## src/rtl/cp0_pkg.sv

```systemverilog
// Shared CP0 register numbers, exception codes and SR/Cause field positions.
package cp0_pkg;

    localparam logic [4:0] CP0_SR    = 5'd12;
    localparam logic [4:0] CP0_CAUSE = 5'd13;
    localparam logic [4:0] CP0_EPC   = 5'd14;
    localparam logic [4:0] CP0_PRID  = 5'd15;

    localparam logic [4:0] EXC_INT     = 5'd0;
    localparam logic [4:0] EXC_ADEL    = 5'd4;
    localparam logic [4:0] EXC_ADES    = 5'd5;
    localparam logic [4:0] EXC_SYSCALL = 5'd8;
    localparam logic [4:0] EXC_RI      = 5'd10;
    localparam logic [4:0] EXC_OV      = 5'd12;

    localparam int IM_HI   = 15;
    localparam int IM_LO   = 10;
    localparam int IP_HI   = 15;
    localparam int IP_LO   = 10;
    localparam int EXL_BIT = 1;
    localparam int IE_BIT  = 0;
    localparam int BD_BIT  = 31;
    localparam int EXC_HI  = 6;
    localparam int EXC_LO  = 2;

endpackage

```

## src/rtl/cp0_req_gen.sv

```systemverilog
// Combinational interrupt/exception request generation; interrupts win over
// the exception carried by the M-stage instruction.
module cp0_req_gen
    import cp0_pkg::*;
#(
    parameter int HW_INT_W = 6
) (
    input  logic [HW_INT_W-1:0] sr_im,
    input  logic                sr_exl,
    input  logic                sr_ie,
    input  logic [HW_INT_W-1:0] hw_int,
    input  logic [4:0]          m_exc_code,
    output logic                int_req,
    output logic                exc_req,
    output logic                req,
    output logic [4:0]          exc_code_sel
);

    assign int_req      = (|(hw_int & sr_im)) & sr_ie & ~sr_exl;
    assign exc_req      = (m_exc_code != 5'd0) & ~sr_exl;
    assign req          = int_req | exc_req;
    assign exc_code_sel = int_req ? EXC_INT : m_exc_code;

endmodule

```

## src/rtl/cp0_unit.sv

```systemverilog
// Coprocessor-0 register file (SR, Cause, EPC, PRId) for the P7 MIPS core.
// Optional macro CP0_EPC_BYPASS_EN forwards an mtc0 EPC write to epc_out.
module cp0_unit
    import cp0_pkg::*;
#(
    parameter logic [31:0] PRID_VALUE = 32'h4255_4141,
    parameter int          HW_INT_W   = 6
) (
    input  logic                clk,
    input  logic                reset_n,
    input  logic [31:0]         m_pc,
    input  logic                m_bd,
    input  logic [4:0]          m_exc_code,
    input  logic [HW_INT_W-1:0] hw_int,
    input  logic                eret,
    input  logic                we,
    input  logic [4:0]          addr,
    input  logic [31:0]         wdata,
    output logic [31:0]         rdata,
    output logic [31:0]         epc_out,
    output logic                req
);

    logic [HW_INT_W-1:0] sr_im;
    logic                sr_exl;
    logic                sr_ie;
    logic                cause_bd;
    logic [HW_INT_W-1:0] cause_ip;
    logic [4:0]          cause_exc;
    logic [31:0]         epc;

    logic        int_req;
    logic        exc_req;
    logic [4:0]  exc_code_sel;
    logic [31:0] sr_val;
    logic [31:0] cause_val;
    logic [31:0] epc_base;
    logic [31:0] epc_next;
    logic        sr_wr;
    logic        epc_wr;
    logic        unused_bits;

    cp0_req_gen #(
        .HW_INT_W(HW_INT_W)
    ) u_req_gen (
        .sr_im       (sr_im),
        .sr_exl      (sr_exl),
        .sr_ie       (sr_ie),
        .hw_int      (hw_int),
        .m_exc_code  (m_exc_code),
        .int_req     (int_req),
        .exc_req     (exc_req),
        .req         (req),
        .exc_code_sel(exc_code_sel)
    );

    // Delay-slot faults restart at the branch; wraps below zero by design.
    assign epc_base = {m_pc[31:2], 2'b00};
    assign epc_next = m_bd ? epc_base - 32'd4 : epc_base;

    assign sr_wr       = we & ~req & (addr == CP0_SR);
    assign epc_wr      = we & ~req & (addr == CP0_EPC);
    assign unused_bits = ^{m_pc[1:0], int_req, exc_req};

    always_ff @(posedge clk or negedge reset_n) begin
        if (!reset_n) begin
            sr_im     <= '0;
            sr_exl    <= 1'b0;
            sr_ie     <= 1'b0;
            cause_bd  <= 1'b0;
            cause_ip  <= '0;
            cause_exc <= '0;
            epc       <= '0;
        end else begin
            cause_ip <= hw_int;
            if (req) begin
                sr_exl    <= 1'b1;
                cause_bd  <= m_bd;
                cause_exc <= exc_code_sel;
                epc       <= epc_next;
            end else begin
                if (sr_wr) begin
                    sr_im  <= wdata[IM_LO +: HW_INT_W];
                    sr_exl <= wdata[EXL_BIT];
                    sr_ie  <= wdata[IE_BIT];
                end
                if (epc_wr)
                    epc <= wdata;
                // eret lands after a same-cycle SR write, so EXL always ends cleared.
                if (eret)
                    sr_exl <= 1'b0;
            end
        end
    end

    always_comb begin
        sr_val                      = '0;
        sr_val[IM_LO +: HW_INT_W]   = sr_im;
        sr_val[EXL_BIT]             = sr_exl;
        sr_val[IE_BIT]              = sr_ie;
        cause_val                   = '0;
        cause_val[BD_BIT]           = cause_bd;
        cause_val[IP_LO +: HW_INT_W] = cause_ip;
        cause_val[EXC_HI:EXC_LO]    = cause_exc;
    end

    always_comb begin
        case (addr)
            CP0_SR:    rdata = sr_val;
            CP0_CAUSE: rdata = cause_val;
            CP0_EPC:   rdata = epc;
            CP0_PRID:  rdata = PRID_VALUE;
            default:   rdata = '0;
        endcase
    end

`ifdef CP0_EPC_BYPASS_EN
    assign epc_out = epc_wr ? wdata : epc;
`else
    assign epc_out = epc;
`endif

endmodule

```

## config.mk

```make
export PLATFORM = sky130hd
export DESIGN_NAME = cp0_unit
export DESIGN_NICKNAME = d
export VERILOG_FILES = /design/src/rtl/cp0_pkg.sv /design/src/rtl/cp0_req_gen.sv /design/src/rtl/cp0_unit.sv
export SDC_FILE = /design/constraint.sdc
export NUM_CORES = 1
export LEC_CHECK = 0
export CAP_MARGIN = 20
export CORE_MARGIN = 2
export CORE_UTILIZATION = 38
export DETAILED_ROUTE_END_ITERATION = 10
export PLACE_DENSITY = 0.87
export SYNTH_ARGS = -nofsm -noshare
export SYNTH_HDL_FRONTEND = slang
export SYNTH_SLANG_ARGS = --single-unit
export TNS_END_PERCENT = 10
```

## constraint.sdc

```tcl
create_clock -name clk -period 2.09 [get_ports clk]
set_clock_uncertainty 0.1 [all_clocks]
set_input_delay 0.3135 -clock clk [delete_from_list [all_inputs] [get_ports clk]]
set_output_delay 0.3135 -clock clk [all_outputs]
set_load 0.005 [all_outputs]
```

==> results of run 1 <==
repair_timing:
item                                    4_1_cts  5_1_grt
pin swaps                                     4        9
endpoints found under the setup margin       66       57
gates cloned                                  0        0
hold buffers                                  1        0
setup buffers                                 0        6
resized for setup                            43       55
endpoints found under the hold margin        20        0
synthesized netlist by cell type (all sizes together) (2+ instances only):
library cell   n  area [um^2]
a211oi        20        150.1
a21oi         28        143.9
a22o           3        26.28
a22oi          5        37.54
and3          12        75.07
buf            7        46.29
clkbuf        16        60.06
dfrtp         52         1301
inv           10        37.53
mux2           9        101.4
mux2i         19        190.2
nand2         20        75.07
nand3          7        35.03
nand4b         2        17.52
nor2          39        146.4
nor2b         22        137.6
nor3          11        90.09
nor4          12        127.6
o21ai         16        80.08
o31ai          2        20.02
or3            6        42.54
or4            3        26.27
xnor2         24        210.2
xor2           4        35.03
cell families after synthesis:
family / Yosys count / synth area share [%]
multiplexers: 28 / 8.809
adder cells (fa/ha/maj): 1 / 0.3780
AND/OR/NAND/NOR: 140 / 24.91
flip-flops: 52 / 39.32
AO/OA/AOI/OAI: 78 / 14.82
XOR/XNOR: 28 / 7.410
buffers and inverters: 33 / 4.348
worst max-delay path by stage:
stage	endpoint	slack (ps)	from	cells past startpoint
final	req	-30	hw_int[2]	7
after global routing	epc_out[31]	-110	m_pc[23]	7
after CTS	rdata[31]	-220	addr[1]	6
after detailed placement	epc_out[31]	-490	m_pc[12]	5
after global placement	epc_out[31]	-440	m_pc[12]	5
after floorplan	req	20	sr_im[0]	7
where the power goes:
part           total (mW)  internal, mW  switching, mW
Sequential           1.74          1.41          0.333
Clock               0.703         0.355          0.348
Combinational        2.25          1.31          0.941
Total                4.69          3.07           1.62
through the flow:
step / TNS [ps] / power (mW) / hold WS [ps] / setup slack [ps]
floorplan: 0 / 2.568 / -82.09 / 24.17
finish: -54.83 / 4.688 / 55.48 / -32.81
global route: -852.1 / 4.988 / 60.90 / -110.7
global placement: -21410 / 3.789 / 203.0 / -436.2
detailed placement: -23490 / 3.893 / 217.4 / -490.9
CTS: -2012 / 4.602 / 390.5 / -220.8
per-layer routing:
metal / GRT usage [%] / part of all wire, % / vias up
met4: 8.654 / 1.4 / 0
met3: 4.173 / 5.1 / 12
met1: 29.19 / 42 / 1790
li1: - / - / 1714
met5: 0 / 0 / -
met2: 43.70 / 52 / 121
sequential cells by signal (all words and copies together) (netlist names):
name / cells
sr_exl: 1
cause_bd: 1
cause_ip: 6
sr_ie: 1
sr_im: 6
epc_out: 32
cause_exc: 5
layout make-up:
cell class / instances / area (um^2)
Clock inverter: 3 / 42.54
Multi-Input combinational cell: 275 / 1951
Sequential cell: 52 / 1301
Tap cell: 108 / 135.1
Timing Repair Buffer: 232 / 2202
Clock buffer: 5 / 68.82
Fill cell: 687 / 2853
Inverter: 10 / 40.04
==> metrics, run 1 <==
Netlist cell types 46; Placed Instance Area 5469 um^2; max-slew violations 0; Min-Delay Path Class in -> reg; Max IR drop VDD 0.3939 mV; most frequent cells in the layout clkdlybuf4s50_1 (102), buf_4 (69), dfrtp_1 (52); synthesized instance count 360; RSZ-0062 raised after global routing yes; Critical R2R Capture epc_out[24]; clock sinks 52; core footprint 8593 um^2; P&R area growth vs syn 73.46%; fin crit share 101.6%; FF-to-FF Start sr_im[1]; worst slew pin tran 536.1 ps; CP top delay family buffers and inverters; failing checks setup timing; CP Max Fanout 3; Synth async-reset ratio 100.0%; non-filler cells, final 685; CP endpoint kind primary output; #FFs+latches synth 52; slowest cell on the critical path clkdlybuf4s50_1; GP Congestion 0.8839; DRT antenna net count 0; Avg Cell Area, Syn 9.193 um^2; reg2reg setup slack 0 ps; input/output buffers 147; Max stage delay on crit path 440 ps; DRT Wirelength 11.76 mm; Root Buffer clkbuf_8; Worst Setup Path Type in -> out; Final min period 2123 ps; clk buf depth 2; beginning of the worst hold path hw_int[1]; WP buf/inv 3; initial antenna violation count 0; Fin. Hold Viols 0; num rows 34; Synth warnings 0; largest net degree at the start of global routing 41; Synth Cell Area 3309 um^2; Max-Cap Viols 0; fin nets 662; GRT Overall Usage 24.29%; Initial Utilization 38.51%; Post-Synthesis Net Count 446; CP Launch Type primary input; global-route wire length before repair 18.76 mm; Final WS setup -32.81 ps; worst-skew pair later-pin latency 310 ps; reg2reg path depth 9; Via density 5.309; HPWL Detailed 8.972 mm; Seq/Total Area, Yosys 39.32%; Hold EP cause_ip[1]; share of layout cells above drive strength 1 25.48%; ys flop type dfrtp_1; CP arrival 1710 ps; Die Area 9471 um^2; pwr dens 816.7 nW/um^2; hold depth 1; Post-route DRC 0; IO Pins 150; Final setup viols 2; total gr overflow 0; htree depth 2; Critical Path RT 1680 ps; die width 97.32 um; CTS Buf Count 5; Final Cell Area 5741 um^2; vias in the first global route 3880; CTS tree yes; crit path cell chain clkdlybuf4s50_1, a22o_1, o31ai_2, nand2_1, nand2_2, inv_4, buf_6; placed instance count 670; Avg WL per Cell 17.16 um; static leakage 2.585 nW; DRT Pass-1 Iters 4; Slew HR 64.26%; Die Y 97.32 um; vias 3637; drt first-iter violations 138; Core Util, Final 66.80%; status complete, but fails checks; most common cell after layout, fill and taps aside clkdlybuf4s50_1; antenna cells 0; number of flops mapped to enable cells by yosys 0; Max Freq 471.1 MHz; clock-pin transition on the worst setup and hold timing paths 100 ps
Power figures use the tool's default switching activity.
==> inputs of run 2 (changes only) <==
--- a/config.mk
+++ b/config.mk
@@ -9,6 +9,7 @@
 export CORE_MARGIN = 2
 export CORE_UTILIZATION = 38
 export DETAILED_ROUTE_END_ITERATION = 10
+export GPL_TIMING_DRIVEN = 0
 export PLACE_DENSITY = 0.87
 export SYNTH_ARGS = -nofsm -noshare
 export SYNTH_HDL_FRONTEND = slang
==> run 2 against run 1 <==
  * The run still ends with setup timing left
  * Global-route usage increased by 1.8 points
  * Combinational power grew 2%
  * Die area did not move
  * Largest cell class is now multi-input gates
==> metrics, run 2 (synthesis gave the netlist of run 1 again) <==
worst-skew pair later-pin latency 300 ps (about the same); non-filler cells, final 644 (-6.0%); failing checks setup timing; Slew HR 63.61% (-0.65 points); Fin. Hold Viols 0 (unchanged); Final setup viols 36 (+34); Final WS setup -295.1 ps (-262.3 ps); IO Pins 150 (unchanged); Final min period 2385 ps (+262.3 ps); CP Launch Type primary input; Die Y 97.32 um (unchanged); pwr dens 865.9 nW/um^2 (+6.0%); CP arrival 1970 ps (+260 ps); HPWL Detailed 8.593 mm (-4.2%); CP endpoint kind primary output; placed instance count 616 (-8.1%); pre-CTS setup slack -1369 ps (-878.0 ps); Max IR drop VDD 0.4242 mV (+7.7%); Total Power 4.724 mW (+0.75%); CP Max Fanout 2 (-1); static leakage 2.348 nW (-9.2%); drt first-iter violations 144 (+4.3%); Max Freq 419.3 MHz (-11%); die width 97.32 um (unchanged); slowest cell on the critical path clkdlybuf4s50_1; htree depth 2 (unchanged); Max stage delay on crit path 450 ps (about the same); max-slew violations 0 (unchanged); clk buf depth 2 (unchanged); Root Buffer clkbuf_8; RSZ-0062 raised after global routing yes; Avg WL per Cell 19.48 um (+14%); clock sinks 52 (unchanged); vias 3568 (-1.9%); Final Cell Area 5455 um^2 (-5.0%); CTS tree yes; Placed Instance Area 4931 um^2 (-9.8%); Via density 5.540 (+4.3%); Die Area 9471 um^2 (unchanged); initial antenna violation count 0 (unchanged); CTS Buf Count 5 (unchanged); share of layout cells above drive strength 1 19.59% (-5.9 points); DRT Wirelength 12.55 mm (+6.7%); Min-Delay Path Class in -> reg; global-route wire length before repair 19.67 mm (+4.8%); most used cell, CP nand2_2; status complete, but fails checks; total gr overflow 0 (unchanged); num rows 34 (unchanged); GP Congestion 0.9140 (+3.4%); clock-pin transition on the worst setup and hold timing paths 100 ps (about the same); fin nets 621 (-6.2%); largest net degree at the start of global routing 39 (-4.9%); core footprint 8593 um^2 (unchanged); Initial Utilization 38.51% (unchanged); most common cell after layout, fill and taps aside clkdlybuf4s50_1; Worst Setup Path Type in -> out; fin crit share 114.1% (+13 points); P&R area growth vs syn 64.84%; most frequent cells in the layout clkdlybuf4s50_1 (101), dfrtp_1 (52), nor2_1 (34); worst slew pin tran 545.8 ps (+9.728 ps); antenna cells 0 (unchanged); GRT Overall Usage 26.07% (+1.8 points); Critical Path RT 1680 ps (about the same); Hold WS 77.01 ps (+21.53 ps); input/output buffers 147 (unchanged); DRT antenna net count 0 (unchanged); Post-route DRC 0 (unchanged); Max-Cap Viols 0 (unchanged); DRT Pass-1 Iters 4 (unchanged); crit path cell chain clkdlybuf4s50_1, a22o_1, o31ai_4, nand2_2, nand2_2, inv_2, buf_8, clkbuf_16, buf_6; vias in the first global route 3744 (-3.5%); max reg flops 32 (unchanged)
## run 2: cell types whose count changed in the layout (fill, tap and decap cells not counted), sizes merged
cell / previous run / this run
buf: 86 / 31
clkbuf: 13 / 21
dlymetal6s2s: 15 / 9
clkdlybuf4s50: 102 / 101
dlygate4sd2: 16 / 29
## run 2: routing by layer
| layer | up-vias | routed length, um | global-route usage, % |
|---|---|---|---|
| met5 | - | 0 | 0 |
| met4 | 0 | 285 | 8.440 |
| li1 | 1628 | - | - |
| met3 | 23 | 726 | 5.612 |
| met1 | 1775 | 5190 | 32.94 |
| met2 | 142 | 6345 | 44.60 |
## run 2: power by group
| group | internal, mW | switching [mW] |
|---|---|---|
| Clock | 0.355 | 0.345 |
| Combinational | 1.28 | 1.00 |
| Sequential | 1.41 | 0.332 |
| Total | 3.04 | 1.68 |
## run 2: cell type report
cell class | instances | area [um^2]
inverters | 10 | 37.54
fillers | 706 | 3138
repair buffers | 169 | 1638
clock inverters | 3 | 42.54
multi-input cells | 275 | 2019
flip-flops and latches | 52 | 1301
clock buffers | 5 | 68.82
well taps | 108 | 135.1
plain buffers | 22 | 212.7
## run 2: critical path, delay by kind of cell
family,cells,cell delay [ps]
compound gates,2,540
buf+inv,5,880
simple gates,2,240
## run 2: metrics by stage
step	util [%]	setup TNS, ps
5_1_grt	63.48	-7554
3_5_place_dp	57.38	-60570
3_3_place_gp	57.21	-104580
2_1_floorplan	-	0
6_report	63.48	-5136
4_1_cts	62.22	-4716
## run 2: path summary, 6_finish.rpt
| kind | start | to | slack, ps | cells after the start |
|---|---|---|---|---|
| worst max-delay path | hw_int[4] | req | -300 | 9 |
| worst min-delay path | hw_int[0] | cause_ip[0] | 80 | 1 |
| worst max register to register | sr_im[0] | sr_im[1] | -260 | 8 |
| worst min register to register | cause_bd | cause_bd | 410 | 1 |
| max in group asynchronous | reset_n | epc_out[15] | 1010 | 3 |
| min in group asynchronous | reset_n | cause_exc[3] | 350 | 2 |
## run 2: what timing repair did
action / 4_1_cts / 5_1_grt
pin swaps: 12 / 6
hold buffers: 1 / 0
buffers inserted: 16 / 1
cloned: 3 / 0
endpoints found under the setup margin: 77 / 55
endpoints found under the hold margin: 14 / 0
resized for setup: 99 / 36
